## src/rtl/bounce_gen_pkg.sv

```systemverilog
// Shared types and constants for the contact-bounce generator.
// No logic and no latency; the package only holds declarations.
// No flow control; constants are consumed by the generator and its LFSR.
package bounce_gen_pkg;

    typedef enum logic {
        IDLE   = 1'b0,
        BOUNCE = 1'b1
    } state_t;

    localparam logic [15:0] LFSR_POLY    = 16'hB400;
    localparam logic [15:0] DEFAULT_SEED = 16'hACE1;

    // One right-shift step of the Galois LFSR.
    function automatic logic [15:0] lfsr_next(input logic [15:0] q);
        return (q >> 1) ^ (q[0] ? LFSR_POLY : 16'h0000);
    endfunction

endpackage

```

## src/rtl/bounce_generator_lfsr16.sv

```systemverilog
// Free-running 16-bit Galois LFSR (poly 0xB400) used as the bounce noise source.
// Latency: new value every clock; q is registered and loads the seed in reset.
// No backpressure: it advances every cycle outside reset.
// Ports: clk, rst (sync, active-high), seed (reset value), q (current state).
module lfsr16
    import bounce_gen_pkg::*;
(
    input  logic        clk,
    input  logic        rst,
    input  logic [15:0] seed,
    output logic [15:0] q
);

    always_ff @(posedge clk) begin
        if (rst) begin
            // The all-zero state is a lock-up point, so it is never loaded.
            q <= (seed == 16'h0000) ? 16'h0001 : seed;
        end else begin
            q <= lfsr_next(q);
        end
    end

endmodule

```

## src/rtl/bounce_generator.sv

```systemverilog
// Contact-bounce model: turns a clean level into a bounded burst of pseudo-random toggles.
// Latency: noisy_out follows a clean_in edge one cycle later; the burst ends BOUNCE_CYCLES later.
// No backpressure: edges are taken every cycle; a new edge mid-burst restarts the burst.
// Ports: clk, rst (sync, active-high), enable (0 = registered pass-through), clean_in,
//        noisy_out (bouncing level), busy (burst active), bounce_done (1-cycle end pulse),
//        glitch_cnt (toggles in current/last burst, saturating at 255).
module bounce_generator
    import bounce_gen_pkg::*;
#(
    parameter int          BOUNCE_CYCLES = 40,
    parameter int          TOGGLE_THRESH = 64,
    parameter logic [15:0] LFSR_SEED     = DEFAULT_SEED
) (
    input  logic       clk,
    input  logic       rst,
    input  logic       enable,
    input  logic       clean_in,
    output logic       noisy_out,
    output logic       busy,
    output logic       bounce_done,
    output logic [7:0] glitch_cnt
);

    localparam int             CNT_W    = $clog2(BOUNCE_CYCLES + 1);
    localparam logic [CNT_W-1:0] CNT_LOAD = CNT_W'(BOUNCE_CYCLES - 1);
    // Nine bits so that a threshold of 256 means "always toggle".
    localparam logic [8:0]     THRESH   = 9'(TOGGLE_THRESH);

    state_t           state;
    logic             target;
    logic [CNT_W-1:0] cnt;
    logic [15:0]      lfsr_q;
    logic             toggle_hit;
    logic             unused_lfsr_hi;

    lfsr16 u_lfsr (
        .clk  (clk),
        .rst  (rst),
        .seed (LFSR_SEED),
        .q    (lfsr_q)
    );

    assign toggle_hit     = ({1'b0, lfsr_q[7:0]} < THRESH);
    assign unused_lfsr_hi = ^lfsr_q[15:8];

    always_ff @(posedge clk) begin
        if (rst) begin
            state       <= IDLE;
            noisy_out   <= 1'b0;
            target      <= 1'b0;
            busy        <= 1'b0;
            bounce_done <= 1'b0;
            glitch_cnt  <= 8'd0;
            cnt         <= '0;
        end else begin
            bounce_done <= 1'b0;
            if (!enable) begin
                // Abort any burst silently; glitch_cnt keeps the last figure.
                state     <= IDLE;
                noisy_out <= clean_in;
                target    <= clean_in;
                busy      <= 1'b0;
                cnt       <= '0;
            end else begin
                case (state)
                    IDLE: begin
                        noisy_out <= target;
                        if (clean_in != target) begin
                            target     <= clean_in;
                            noisy_out  <= clean_in;
                            cnt        <= CNT_LOAD;
                            glitch_cnt <= 8'd0;
                            busy       <= 1'b1;
                            state      <= BOUNCE;
                        end
                    end
                    BOUNCE: begin
                        if (clean_in != target) begin
                            // Re-edge restarts the burst toward the new level.
                            target     <= clean_in;
                            noisy_out  <= clean_in;
                            cnt        <= CNT_LOAD;
                            glitch_cnt <= 8'd0;
                        end else if (cnt == '0) begin
                            // Always land on the target, whatever the last toggle left.
                            noisy_out   <= target;
                            busy        <= 1'b0;
                            bounce_done <= 1'b1;
                            state       <= IDLE;
                        end else begin
                            cnt <= cnt - 1'b1;
                            if (toggle_hit) begin
                                noisy_out <= ~noisy_out;
                                if (glitch_cnt != 8'hFF) begin
                                    glitch_cnt <= glitch_cnt + 8'd1;
                                end
                            end
                        end
                    end
                    default: state <= IDLE;
                endcase
            end
        end
    end

endmodule
```

## config.mk

```make
export PLATFORM = sky130hd
export DESIGN_NAME = bounce_generator
export DESIGN_NICKNAME = d
export VERILOG_FILES = /design/src/rtl/bounce_gen_pkg.sv /design/src/rtl/bounce_generator_lfsr16.sv /design/src/rtl/bounce_generator.sv
export SDC_FILE = /design/constraint.sdc
export NUM_CORES = 1
export LEC_CHECK = 0
export BUFFER_PORTS_ARGS = -buffer_cell sky130_fd_sc_hd__buf_2
export CORE_MARGIN = 8
export CORE_UTILIZATION = 45
export DETAILED_ROUTE_END_ITERATION = 7
export HOLD_SLACK_MARGIN = 0.05
export PLACE_DENSITY = 0.68
export SLEW_MARGIN = 20
export SYNTH_ARGS = -nofsm -noshare
export SYNTH_HDL_FRONTEND = slang
export SYNTH_HIERARCHICAL = 1
export SYNTH_SLANG_ARGS = --single-unit
```

## constraint.sdc

```tcl
create_clock -name clk -period 5.06 [get_ports clk]
set_input_delay 0.506 -clock clk [delete_from_list [all_inputs] [get_ports clk]]
set_output_delay 0.506 -clock clk [all_outputs]
set_load 0.005 [all_outputs]
```

# ---- Word level (Yosys, flattened, before mapping)
# Cells that the tools add are included.
dict set report word_totals {
  ff_bits 35
  inputBits 4
  out_inout_bits 11
  elab_cells 57
}
dict set report classes {
  addsub 2
  magnitude_cmp 1
  eq_ne 9
  mux 27
  bitwise_logic 4
  reduce_logical 6
}
# op count
set ops {}
lappend ops {{$mux W8} 5}
lappend ops {{$mux W6} 3}
lappend ops {{$mux W16} 1}
lappend ops {{$pmux W8 S2} 1}
lappend ops {{$xor A15 B16 Y16} 1}
lappend ops {{$mux W1} 13}
lappend ops {{$pmux W6 S2} 1}
lappend ops {{$add A8 B1 Y8 const B} 1}
lappend ops {{$lt A8 B7 Y1 const B} 1}
lappend ops {{$ne A8 B8 Y1 const B} 1}
lappend ops {{$logic_not A6 Y1} 1}
lappend ops {{$ne A3 B1 Y1 const B} 2}
lappend ops {{$pmux W1 S2} 3}
lappend ops {{$sub A6 B1 Y6 const B} 1}
lappend ops {{$ne A5 B2 Y1 const B} 1}
lappend ops {{$reduce_and A5 Y1} 1}
lappend ops {{$ne A2 B2 Y1 const B} 2}
lappend ops {{$reduce_or A4 Y1} 1}
lappend ops {{$ne A3 B3 Y1 const B} 1}
lappend ops {{$not A1 Y1} 3}
lappend ops {{$reduce_and A3 Y1} 1}
lappend ops {{$ne A2 B1 Y1 const B} 1}
lappend ops {{$reduce_and A2 Y1} 1}
lappend ops {{$reduce_or A2 Y1} 1}
lappend ops {{$ne A1 B1 Y1} 1}

# ---- Logic depth before layout (Yosys ltp)
# Gate-level depths: netlist (run 1).
dict set report depth {
  ltp_word 6
  depth_mapped 7
  depth_no_buf 6
}

# ---- Modules after synthesis
# Netlist (run 1), hierarchy kept.
# mod instances cells_per_inst area_per_inst_um2 seq_area_each_um2
set by_module_without_submodules {}
lappend by_module_without_submodules {bounce_generator 1 127 1074.8 380.4}
lappend by_module_without_submodules {lfsr16 1 47 590.6 320.3}

# ---- Worst setup path after synthesis (run 1)
# No wires, ideal clock.
dict set report synth_path {
  path_type {in2reg}
  startpoint {in clean_in}
  endpoint {reg glitch_cnt[7]}
  setup_time_ps 116
  arrival_time_ps 1904
  required_time_ps 4944
  path_slack_ps 3040
  path_stages 6
  path_buffers 1
  cell_sequence {ha_1 > buf_2 > o21ai_0 > nand3_1 > or4_1 > o211a_1}
}
dict set report synth_between {
  elab_chain_len 3
  word_cells_on_any_way 8
  cone_classes {5 x eq/ne; 2 x mux; 1 x reduce/logical}
}
# element line
set synth_lines {}
lappend synth_lines {{start: declaration} bounce_generator.sv:17} ;# input logic clean_in,
lappend synth_lines {{$ne A1 B1 Y1 *} {bounce_generator.sv:68, bounce_generator.sv:78}}
lappend synth_lines {{$ne A3 B1 Y1 (no line) (tied with other cells)} -}
lappend synth_lines {{$reduce_and A5 Y1 (no line) / $pmux W8 S2 (equally long branches)} -}
lappend synth_lines {{end signal: assignment} bounce_generator.sv:95} ;# glitch_cnt <= glitch_cnt + 8'd1;
lappend synth_lines {{end: declaration} bounce_generator.sv:21} ;# output logic [7:0] glitch_cnt
# Every way passes the cells marked *; elsewhere a longest branch is shown, timed or not.
# A chain may end at the register's enable or synchronous reset.

# ---- Worst setup path in the final report (run 1)
dict set report layout_path {
  startpoint {reg target}
  endpoint {reg glitch_cnt[7]}
}
dict set report layout_between {
  elab_chain_len 3
  word_cells_on_any_way 8
  cone_classes {5 x eq/ne; 2 x mux; 1 x reduce/logical}
}
# element line
set layout_lines {}
lappend layout_lines {{start: declaration} bounce_generator.sv:30} ;# logic target;
lappend layout_lines {{start signal: assignment} bounce_generator.sv:61} ;# target <= clean_in;
lappend layout_lines {{start signal: assignment} bounce_generator.sv:69} ;# target <= clean_in;
lappend layout_lines {{start signal: assignment} bounce_generator.sv:80} ;# target <= clean_in;
lappend layout_lines {{$ne A1 B1 Y1 *} {bounce_generator.sv:68, bounce_generator.sv:78}}
lappend layout_lines {{$ne A3 B1 Y1 (no line) (tied with other cells)} -}
lappend layout_lines {{$reduce_and A5 Y1 (no line) / $pmux W8 S2 (equally long branches)} -}
# Marks and branches as above.

==> results.yml, run 1 <==
setup_path:
  startpoint_type: "flop"
  rr_endpoint: "glitch_cnt[7]"
  crit_type: "reg -> reg"
  critPathMaxFanout: 12
  cp.required_ns: 5.25
  rr_worst_depth: 6
  r2r_slack_ns: 2.95
  cp-end-kind: "flop"
  timing.rr.start: "target"
  critPathArrivalTime_ns: 2.30
global_route:
  antenna_found_initial: 0
  overflow: 0
  grt_max_degree: 26
  track_usage_pct: 10.9
  grt_pass1_wl_um: 5380
  grt_pass1_vias: 1262
synthesis:
  synth_edf_count: 0
  synthArstFlopShare_pct: 0
  ys_warn_count: 6
  synth-seq-area-share_pct: 42.1
  synth_compound_area_share_pct: 14.4
  yosys.area_share.xor_xnor_pct: 4.21
  synth_seq_cells: 35
  ys_types: 46
  yosys.area_share.simple_pct: 21.9
  synth_top_family_by_area: "simple AND/OR/NAND/NOR gates"
  synth_ff_type: "dfxtp_1"
  synth-adder-area-share_pct: 3.76
  avgSynthCellArea_um2: 9.57
  muxShareOfSynthArea_pct: 9.32
  netlist_instances: 174
  synthesis.area_um2: 1670
clock_network:
  cts_max_path_buffers: 2
  cts_tree: "done"
  cts-root-buf: "clkbuf_8"
  cts_sinks: 35
  cts_buffers: 5
  h-tree-depth: 2
  cts_setup_buffers: 0
  cts_hold_buffers: 0
  clk_latency_ns: 0.29
  path_clk_slew_ns: 0.08
  ctsResizeCount: 0
final_layout:
  final_layout_size_suffix_gt1_share_pct: 16.4
  diodes: 0
  fin_nets: 227
  synthToLayoutAreaGrowth_pct: 18.0
  layout_commonest_cell: "dfxtp_1"
  utilization_pct: 54.5
  final_cell_mix: "dfxtp_1 (35), conb_1 (32), buf_2 (14), nor2_1 (12), nand2_1 (9)"
drt:
  dr_wl_met3_um: 191
  wl_met1_um: 1310
  routed.top_layer: "met4"
  avgRoutedWirePerCell_um: 11.3
  viasPerCell: 4.98
  routed_wl_um: 3030
  postRouteAntennaNets: 0
  drt_iter0_drc: 98
  drc: 0
  firstDrtPassIters: 4
  vias: 1330
  wl_met2_um: 1480
die:
  die-width_um: 76.8
  dieHeight_um: 76.8
  coreArea_um2: 3610
  start_util_pct: 46.2
  io-pin-count: 15
  dieArea_um2: 5900
  rows: 22
pwr:
  power.leakage_nw: 0.807
  powerDensity_nw_per_um2: 312
  peakVddDrop_mv: 0.176
timing:
  timing.setup.tns_ns: 0
  rsz0062_at_grt: "no"
  whs_ns: 0.432
  min_period_ns: 2.11
  worst_slew_pin_slew_ns: 0.602
  finalMaxSlewViolations: 0
  final-setup-viol-count: 0
  max_freq_mhz: 474
  hold_viol_final: 0
  skew_ns: 0.0124
  max_slew_margin_pct: 59.8
  timing.final.crit_share_pct: 41.7
placement:
  hpwl_um: 2220
  io_buffers: 14
  place_congestion: 0.795
hold_path:
  hold_class: "reg -> reg"
  min_path_cells: 1
  hp-start: "u_lfsr/q[3]"
  worst_hold_path.endpoint: "u_lfsr/q[2]"
run_status:
  status: "finished, final reports clean"
job:
  max_cap_violations: 0
## synthesized netlist by cell type, types with 3 or more instances
master | n | share of area [%]
dfxtp_1 | 35 | 42
buf_2 | 3 | 0.90
nor3_1 | 8 | 2.4
o211ai_1 | 4 | 1.8
nand2_1 | 9 | 2.0
nor2_1 | 12 | 2.7
a21oi_1 | 7 | 2.1
a21boi_0 | 3 | 1.4
xnor2_1 | 4 | 2.1
nand2b_1 | 5 | 1.9
o31ai_1 | 3 | 1.4
nand3_1 | 5 | 1.5
nor4_2 | 4 | 3.0
o21ai_1 | 3 | 0.90
mux2_1 | 8 | 5.4
nand4_1 | 5 | 1.9
or4_1 | 4 | 1.8
xor2_1 | 4 | 2.1
ha_1 | 5 | 3.8
mux2_2 | 4 | 2.7
inv_1 | 6 | 1.4
## final cells by class
| type | instances | area (um^2) |
|---|---|---|
| clock inverters | 2 | 16.3 |
| flip-flops and latches | 35 | 701 |
| inverters | 6 | 22.5 |
| repair buffers | 14 | 70.1 |
| clock buffers | 6 | 82.6 |
| well taps | 48 | 60.1 |
| multi-input cells | 156 | 1010 |
| fillers | 335 | 1640 |
## through the flow
step | cell area (um^2) | std cells | setup WS (ns) | total power [mW]
2_1_floorplan | 1780 | 204 | 3.04 | 0.388
3_3_place_gp | 1870 | 259 | 2.82 | 0.403
5_1_grt | 1970 | 267 | 2.85 | 0.647
3_5_place_dp | 1870 | 259 | 2.74 | 0.404
4_1_cts | 1970 | 267 | 3.00 | 0.622
6_report | 1970 | 267 | 2.95 | 0.613
## routing by layer
layer | up-vias | GRT usage [%]
met3 | 5 | 4.43
li1 | 681 | -
met4 | 0 | 5.00
met1 | 614 | 12.0
met2 | 30 | 17.8
met5 | - | 0
## cells by family (layout without fill, tap and decap cells)
logic type	after synthesis	in the layout
muxes	14	14
adders and majority gates	5	5
buffers and inverters	13	28
other	2	32
AOI/OAI and AO/OA	34	34
and+or+nand+nor	63	63
xor gates and xnor gates	8	8
DFF	35	35
## state kept, by name, summed over array words and instances, names as in the netlist
signal	flops
bounce_done	1
busy	1
cnt	6
glitch_cnt	8
noisy_out	1
state	1
target	1
u_lfsr/q	16
## report_power, final
| part | leakage, nW | total, mW | switching (mW) | internal [mW] |
|---|---|---|---|---|
| Sequential | 0.290 | 0.309 | 0.0125 | 0.297 |
| Clock | 0.0474 | 0.215 | 0.104 | 0.111 |
| Combinational | 0.470 | 0.0888 | 0.0515 | 0.0374 |
| Total | 0.807 | 0.613 | 0.168 | 0.445 |
## worst max-delay path: stages (launching register included)
cell and delay (ns):
dfxtp_1 0.37, inv_1 0.06, ha_1 0.42, o21ai_0 0.24
nand3_1 0.26, or4_1 0.52, o211a_1 0.14
## worst max path at each step
stage,from,end,slack [ns],depth (start not counted)
after detailed placement,clean_in,glitch_cnt[7],2.74,6
after floorplan,clean_in,glitch_cnt[7],3.04,6
after global placement,clean_in,glitch_cnt[7],2.82,6
final,target,glitch_cnt[7],2.95,6
after global routing,target,glitch_cnt[7],2.85,6
after CTS,target,glitch_cnt[7],3.00,6
Power figures use the tool's default switching activity.
==> run 2: changes to the inputs <==
==> constraint.sdc (replaced) <==
create_clock -name clk -period 2 [get_ports clk]
set_input_delay 0.2 -clock clk [delete_from_list [all_inputs] [get_ports clk]]
set_output_delay 0.2 -clock clk [all_outputs]
set_load 0.005 [all_outputs]
==> results.yml, run 2 (same netlist as run 1, synthesis figures left out) <==
timing:
  whs_ns: 0.262
  timing.setup.tns_ns: 0
  min_period_ns: 1.83
  hold_viol_final: 0
  skew_ns: 0.00710
  final-setup-viol-count: 0
  timing.final.crit_share_pct: 91.5
  finalMaxSlewViolations: 0
  max_freq_mhz: 546
  rsz0062_at_grt: "no"
final_layout:
  final_layout_size_suffix_gt1_share_pct: 19.8
  postLayoutCellArea_um2: 2040
  synthToLayoutAreaGrowth_pct: 22.7
  reg_top3: "u_lfsr/q (16), glitch_cnt (8), cnt (6)"
  fin_cells: 275
  fin_nets: 236
  registers.top_by_ff_count: "u_lfsr/q"
  utilization_pct: 56.7
  layout_commonest_cell: "dfxtp_1"
  nFillCells: 342
  largest_register_ff_count: 16
  final_cell_mix: "dfxtp_1 (35), conb_1 (32), buf_2 (14), nor2_1 (12)"
  diodes: 0
die:
  dieHeight_um: 76.8
  start_util_pct: 46.2
  rows: 22
  coreArea_um2: 3610
  die-width_um: 76.8
  dieArea_um2: 5900
  io-pin-count: 15
global_route:
  grt_max_degree: 18
  grt_pass1_wl_um: 5790
  overflow: 0
  track_usage_pct: 11.8
  antenna_found_initial: 0
  grt_pass1_vias: 1347
drt:
  viasPerCell: 4.92
  vias: 1354
  avgRoutedWirePerCell_um: 11.8
  postRouteAntennaNets: 0
  firstDrtPassIters: 4
  drc: 0
  routed_wl_um: 3250
  drt_iter0_drc: 62
run_status:
  status: "finished, final reports clean"
setup_path:
  crit_type: "reg -> reg"
  critPathMaxFanout: 8
  critPathArrivalTime_ns: 2.02
  cp.required_ns: 2.19
  cp-end-kind: "flop"
  startpoint_type: "flop"
placement:
  io_buffers: 14
  dpl_cell_area_um2: 1930
  hpwl_um: 2430
  place_congestion: 0.843
  placed_cells: 267
pwr:
  powerDensity_nw_per_um2: 811
  power.leakage_nw: 0.852
  peakVddDrop_mv: 0.464
clock_network:
  h-tree-depth: 2
  clk_latency_ns: 0.29
  cts-root-buf: "clkbuf_8"
  cts_sinks: 35
  cts_buffers: 5
  path_clk_slew_ns: 0.07
  cts_tree: "done"
  cts_max_path_buffers: 2
hold_path:
  hold_class: "in -> reg"
job:
  max_cap_violations: 0
## run 2: layout make-up
cell class	instances	area, um^2	share of cell area, %
multi-input combinational	156	1020	49.7
clock inverter	2	37.5	1.84
timing repair buffer	23	138	6.74
clock buffer	5	68.8	3.37
tap	48	60.1	2.94
sequential	35	701	34.3
inverter	6	22.5	1.10
## run 2: critical path: stages, from the launching register on
cell and delay (ns):
dfxtp_1 0.36, inv_1 0.06, ha_2 0.32, o21ai_0 0.13, nand3_1 0.21, or4_1 0.50
o211a_1 0.14
## run 2: metrics by stage
step,setup WS [ns],total power [mW]
global route,0.0397,1.73
finish,0.170,1.66
global placement,0.157,1.04
floorplan,0.130,0.983
CTS,0.0576,1.67
detailed placement,0.0908,1.04
## run 2: worst paths after layout
check	start	end	slack (ns)	depth (start not counted)
setup reg to reg	target	glitch_cnt[7]	0.17	6
hold / removal	clean_in	target	0.26	3
hold reg to reg	u_lfsr/q[10]	u_lfsr/q[9]	0.44	1
setup / recovery	target	glitch_cnt[7]	0.17	6
## run 2: where the power goes
part           switching [mW]  internal (mW)  leakage, nW
clock network           0.259          0.364       0.0502
registers              0.0292          0.750        0.290
logic                   0.139          0.115        0.512
## run 2: metal layers
layer	GRT usage [%]	wire length [um]	part of all wire, %	up-vias
li1	-	-	-	706
met1	13.0	1500	46	628
met2	19.9	1570	48	14
met3	3.73	129	4.0	6
met4	5.77	51	1.6	0
met5	0	0	0	-
## run 2: what timing repair did
action                                  in CTS  in global routing
buffers inserted                             0                  1
hold buffers                                 0                  0
gates resized for setup                      0                  1
endpoints found under the setup margin       0                  4
